## config.mk

```make
export PLATFORM = sky130hd
export DESIGN_NAME = r5p_mouse_retire_tracer
export DESIGN_NICKNAME = d
export VERILOG_FILES = /design/src/rtl/r5p_mouse_retire_tracer.sv
export SDC_FILE = /design/constraint.sdc
export NUM_CORES = 1
export LEC_CHECK = 0
export CORE_ASPECT_RATIO = 0.6
export CORE_MARGIN = 4
export CORE_UTILIZATION = 37
export DETAILED_ROUTE_END_ITERATION = 16
export PLACE_DENSITY_LB_ADDON = 0.15
export SETUP_SLACK_MARGIN = 0.02
export SYNTH_ARGS = -nofsm -noshare
export SYNTH_HDL_FRONTEND = slang
export SYNTH_SLANG_ARGS = --single-unit
```

## constraint.sdc

```tcl
create_clock -name clk -period 5.42 [get_ports clk]
set_input_delay 1.084 -clock clk [delete_from_list [all_inputs] [get_ports clk]]
set_output_delay 1.084 -clock clk [all_outputs]
set_load 0.005 [all_outputs]
```

## src/rtl/r5p_mouse_retire_tracer.sv

```systemverilog
// r5p_mouse_retire_tracer: builds one retirement record per committed instruction
// from TCB bus snooping and queues the records in a small FIFO with valid/ready output.
module r5p_mouse_retire_tracer #(
  parameter int unsigned FIFO_DEPTH = 4
) (
  input  logic        clk,
  input  logic        rst_n,
  input  logic [2:0]  pha,
  input  logic        tcb_vld,
  input  logic        tcb_rdy,
  input  logic [31:0] tcb_adr,
  input  logic [1:0]  tcb_siz,
  input  logic [31:0] tcb_wdt,
  input  logic [31:0] tcb_rdt,
  input  logic        trc_flush,
  output logic        trc_vld,
  input  logic        trc_rdy,
  output logic [31:0] trc_pc,
  output logic [31:0] trc_ins,
  output logic        trc_wbe,
  output logic [4:0]  trc_rd,
  output logic [31:0] trc_wbd,
  output logic        trc_ldv,
  output logic [31:0] trc_lda,
  output logic        trc_stv,
  output logic [31:0] trc_sta,
  output logic [1:0]  trc_sts,
  output logic [31:0] trc_std,
  output logic        trc_ovf,
  output logic [31:0] trc_cnt
);
  localparam int AW = $clog2(FIFO_DEPTH);
  localparam logic [2:0] PH_IF = 3'd0, PH_MLD = 3'd1, PH_MST = 3'd2, PH_WB = 3'd4;
  typedef struct packed {
    logic [31:0] pc;
    logic [31:0] ins;
    logic        wbe;
    logic [4:0]  rd;
    logic [31:0] wbd;
    logic        ldv;
    logic [31:0] lda;
    logic        stv;
    logic [31:0] sta;
    logic [1:0]  sts;
    logic [31:0] std;
  } rec_t;
  rec_t        orec_q, orec_d, crec;
  rec_t        mem_q [FIFO_DEPTH];
  rec_t        mem_d [FIFO_DEPTH];
  rec_t        head;
  logic        open_q, open_d, ins_pend_q, ins_pend_d, ovf_q, ovf_d;
  logic [31:0] cnt_q, cnt_d;
  logic [AW:0] wp_q, wp_d, rp_q, rp_d;
  logic        trn, if_trn, commit, empty, full, push, pop;
  always_comb begin
    trn        = tcb_vld & tcb_rdy;
    if_trn     = trn & (pha == PH_IF);
    commit     = open_q & (if_trn | trc_flush);
    empty      = wp_q == rp_q;
    full       = (wp_q[AW] != rp_q[AW]) && (wp_q[AW-1:0] == rp_q[AW-1:0]);
    pop        = !empty & trc_rdy;
    push       = commit & (!full | pop);
    // instruction word arrives one cycle after its fetch; bypass it into a same-cycle commit
    crec       = orec_q;
    crec.ins   = ins_pend_q ? tcb_rdt : orec_q.ins;
    orec_d     = crec;
    open_d     = if_trn ? 1'b1 : (commit ? 1'b0 : open_q);
    ins_pend_d = if_trn;
    if (if_trn) begin
      orec_d.pc  = tcb_adr;
      orec_d.wbe = 1'b0;
      orec_d.ldv = 1'b0;
      orec_d.stv = 1'b0;
    end
    if (trn && pha == PH_WB) begin
      orec_d.wbe = 1'b1;
      orec_d.rd  = tcb_adr[6:2];
      orec_d.wbd = tcb_wdt;
    end
    if (trn && pha == PH_MLD) begin
      orec_d.ldv = 1'b1;
      orec_d.lda = tcb_adr;
    end
    if (trn && pha == PH_MST) begin
      orec_d.stv = 1'b1;
      orec_d.sta = tcb_adr;
      orec_d.sts = tcb_siz;
      orec_d.std = tcb_siz == 2'd0 ? {24'd0, tcb_wdt[7:0]} :
                   tcb_siz == 2'd1 ? {16'd0, tcb_wdt[15:0]} : tcb_wdt;
    end
    cnt_d = commit ? cnt_q + 32'd1 : cnt_q;
    ovf_d = ovf_q | (commit & !push);
    wp_d  = push ? wp_q + 1'b1 : wp_q;
    rp_d  = pop ? rp_q + 1'b1 : rp_q;
    mem_d = mem_q;
    if (push) mem_d[wp_q[AW-1:0]] = crec;
  end
  always_ff @(posedge clk or negedge rst_n) begin
    if (!rst_n) begin
      orec_q     <= '0;
      open_q     <= 1'b0;
      ins_pend_q <= 1'b0;
      ovf_q      <= 1'b0;
      cnt_q      <= '0;
      wp_q       <= '0;
      rp_q       <= '0;
      mem_q      <= '{default: '0};
    end else begin
      orec_q     <= orec_d;
      open_q     <= open_d;
      ins_pend_q <= ins_pend_d;
      ovf_q      <= ovf_d;
      cnt_q      <= cnt_d;
      wp_q       <= wp_d;
      rp_q       <= rp_d;
      mem_q      <= mem_d;
    end
  end
  assign head    = mem_q[rp_q[AW-1:0]];
  assign trc_vld = !empty;
  assign trc_pc  = head.pc;
  assign trc_ins = head.ins;
  assign trc_wbe = head.wbe;
  assign trc_rd  = head.rd;
  assign trc_wbd = head.wbd;
  assign trc_ldv = head.ldv;
  assign trc_lda = head.lda;
  assign trc_stv = head.stv;
  assign trc_sta = head.sta;
  assign trc_sts = head.sts;
  assign trc_std = head.std;
  assign trc_ovf = ovf_q;
  assign trc_cnt = cnt_q;
endmodule
```

==> impl_metrics.csv <==
group,metric,value,unit
run_status,status,"completed",
route,top_layer,"met4",
worst_setup_path,cp_cell_sequence,"buf_12 -> mux4_2 -> clkdlybuf4s50_1",
sta,fin_crit,4423,ps
clocking,cts_tree,"built",
clocking,cts_buffers,105,
die,die_height,284.8,um
layout,mostFrequentLayoutCell,"dfrtp_1",
layout,multiInputGateArea,0.01964,mm2
sta,finalHoldViolCount,0,
route,ant_nets,0,
placement,finalWeightedCongestion,0.7590,
sta,slew_violations,0,
route,remaining_drc_errors,0,
clocking,cts_setup_buffers,0,
worst_setup_path,start_kind,"flop",
sta,fmax,226.1,MHz
global_route,grt_pass1_wl,189600,um
synthesis,ys_types,39,
power_and_ir_drop,p_switching,0.007396,W
die,io_pins,343,
synthesis,synth_area,0.04724,mm2
layout,seqCellArea,0.02631,mm2
synthesis,ys_seq_area_frac,0.5567,
worst_setup_path,required,4340,ps
clocking,cts_resized,0,
die,dieWidth,469.3,um
power_and_ir_drop,p_seq_frac,0.424,
synthesis,synth_edf_count,0,
synthesis,ys_ff_latch,1051,
sta,rsz0062_at_grt,"false",
synthesis,syn_inst,2778,
worst_setup_path,critical_path_class,"flop to output pin",
global_route,grt_remaining_overflow,0,
synthesis,synth-main-ff-cell,"dfrtp_1",
worst_hold_path,hp-class,"input port to async pin",
route,wl_per_cell,25.21,um
synthesis,yosys_warnings,0,
power_and_ir_drop,p_comb_frac,0.284,
sta,fin_worst_skew,21.23,ps
layout,drive_gt1_frac,0.4299,
layout,final_nets,3236,
synthesis,syn_nets,2891,
clocking,clk_pin_slew_worst_paths,60,ps
layout,layout_common_cells,"dfrtp_1, mux2_4, clkdlybuf4s50_1",
placement,portBuffers,342,
worst_setup_path,cp_slowest_cell,"dfrtp_4",
worst_setup_path,cp-end-kind,"output pin",
route,viasPerCell,5.068,
clocking,clk_latency,690,ps
global_route,antenna_found_initial,3,
worst_setup_path,cpPeakStageDelay,1120,ps
die,initial_core_util,0.3731,
worst_setup_path,regToRegStartpoint,"rp_q[0]$_DFFE_PN0P_",
die,dieArea,0.1336,mm2
die,num_rows,101,
clocking,h-tree-depth,3,
route,wl,123900,um
sta,period_share,0.8161,
sta,setup_ws,996.9,ps
power_and_ir_drop,p_clk_frac,0.291,
worst_setup_path,rrSetupSlack,2110,ps
sta,setup_tns,0,ps
route,drtIter0Drc,1306,
sta,setup_violations,0,
worst_setup_path,rr_endpoint,"mem_q[6]$_DFFE_PN0P_",
global_route,grt_use_total,0.1840,
power_and_ir_drop,internal_power,0.01901,W
worst_setup_path,arrival,3340,ps
synthesis,yosys-top-cells-area,"dfrtp_1, mux2_4, mux4_2",
power_and_ir_drop,power,0.02641,W
layout,area_growth,18.79,%
synthesis,avgSynthCellArea,17.00,um2
clocking,cts.sinks,1051,
global_route,grt_pass1_vias,28546,
placement,dp_hpwl,74490,um
synthesis,synth_top_area_cell,"dfrtp_1",
route,detailroute.wirelength.met2,58720,um
power_and_ir_drop,peakVddDrop,509.0,uV
route,met3_length,4801,um
worst_setup_path,critPathMaxFanout,37,
die,core_area,0.1266,mm2
clocking,hold_buffers,0,
placement,pre_cts_slack,1439,ps
route,drt_first_pass_iters,5,
worst_setup_path,reg2regPathDepth,5,
route,via_count,24901,
clocking,clk_path_buf_depth,3,
sta,max_slew_margin,0.1572,
power_and_ir_drop,power.density,470.6,mW/mm2
sta,worstMarginPinSlew,1254,ps
layout,filler_cell_count,11045,
synthesis,async_reset_ff_frac,1.000,
route,met1Wirelength,57300,um
power_and_ir_drop,p_leak,25.58,nW
synthesis,synth_top_area_frac,0.5567,
clocking,clockRootBuffer,"clkbuf_16",
global_route,grt_start_max_net_pins,120,
flow_run,max_cap_viol_count,0,
power_and_ir_drop,switching_share,0.2801,
==> stage by stage <==
stage | util | std cells | hold WS, ps | area [um2]
4_1_cts | 0.4431 | 4909 | 446.7 | 56110
3_5_place_dp | 0.4145 | 4715 | 480.5 | 52480
5_1_grt | 0.4431 | 4911 | 488.0 | 56110
2_1_floorplan | - | 2778 | 460.7 | 47240
6_report | 0.4432 | 4913 | 487.7 | 56120
3_3_place_gp | 0.4145 | 4715 | 478.2 | 52480
==> synth_stat cells (2+ instances only) <==
library cell  number
and2_1             4
and3_1             5
and4b_1            4
buf_1             17
buf_2             39
buf_6             79
clkbuf_1          42
dfrtp_1         1051
ha_1               6
inv_1              6
mux2_2           202
mux2_4           710
mux4_2           202
nand2_1          281
nand3_1           37
nand3b_1           3
nand4_1           23
nor2_1             3
nor3_1             4
nor3b_1            2
nor4_1             4
o21ai_0            2
xnor2_1           33
xnor2_2            2
xor2_1             3
==> registers in the layout, summed over array words and instances, names as in the netlist, 3 cells and up <==
name	flops
rp_q	3
crec	170
wp_q	3
orec_q	32
mem_q	808
trc_cnt	32
==> power by group through the flow <==
stage | clock network, W | logic [W] | registers (W)
finish | 0.00769 | 0.00750 | 0.0112
global placement | 0 | 0.00753 | 0.0111
global route | 0.00826 | 0.00801 | 0.0115
floorplan | 0 | 0.00492 | 0.0107
detailed placement | 0 | 0.00766 | 0.0113
CTS | 0.00793 | 0.00770 | 0.0112
==> metal layers <==
| layer | vias to the layer above | track usage |
|---|---|---|
| li1 | 10721 | - |
| met1 | 13600 | 0.2533 |
| met2 | 414 | 0.3000 |
| met3 | 166 | 0.03629 |
| met4 | 0 | 0.04685 |
| met5 | - | 0 |
==> worst max-delay path: cells and delay by family, from the launching register on <==
family   cells  cell delay (ps)
flops        1             1120
buf+inv      2              970
mux          1              530
==> worst max-delay path by stage <==
stage / cells past startpoint / end / slack, ps / start
2_1_floorplan: 4 / trc_lda[0] / 2640 / rp_q[0]$_DFFE_PN0P_
3_3_place_gp: 6 / mem_q[197]$_DFFE_PN0P_ / 1410 / pha[1]
3_5_place_dp: 6 / mem_q[6]$_DFFE_PN0P_ / 1440 / pha[1]
4_1_cts: 3 / trc_sta[2] / 810 / rp_q[0]$_DFFE_PN0P_
5_1_grt: 3 / trc_pc[0] / 760 / rp_q[0]$_DFFE_PN0P_
6_report: 3 / trc_pc[0] / 1000 / rp_q[0]$_DFFE_PN0P_
==> cells by family (layout without fill, tap and decap cells) <==
| logic type | count (synthesis) | after routing | share of synthesized area |
|---|---|---|---|
| and+or+nand+nor | 377 | 377 | 0.03478 |
| adders and majority gates | 6 | 6 | 0.001589 |
| buffers and inverters | 184 | 616 | 0.02821 |
| other | 0 | 4 | 0 |
| xor gates and xnor gates | 38 | 38 | 0.007363 |
| muxes | 1114 | 1114 | 0.3701 |
| DFF | 1051 | 1051 | 0.5567 |
| AOI/OAI and AO/OA | 8 | 8 | 0.001192 |
==> final cells by class <==
type,count,share of cell area
Sequential cell,1051,0.4688
Timing Repair Buffer,415,0.07821
Multi-Input combinational cell,1543,0.3499
Tap cell,1699,0.03788
Clock inverter,41,0.009164
Clock buffer,153,0.05541
Antenna cell,4,0.0001784
Inverter,7,0.0004682
(Power assumes the default switching activity.)
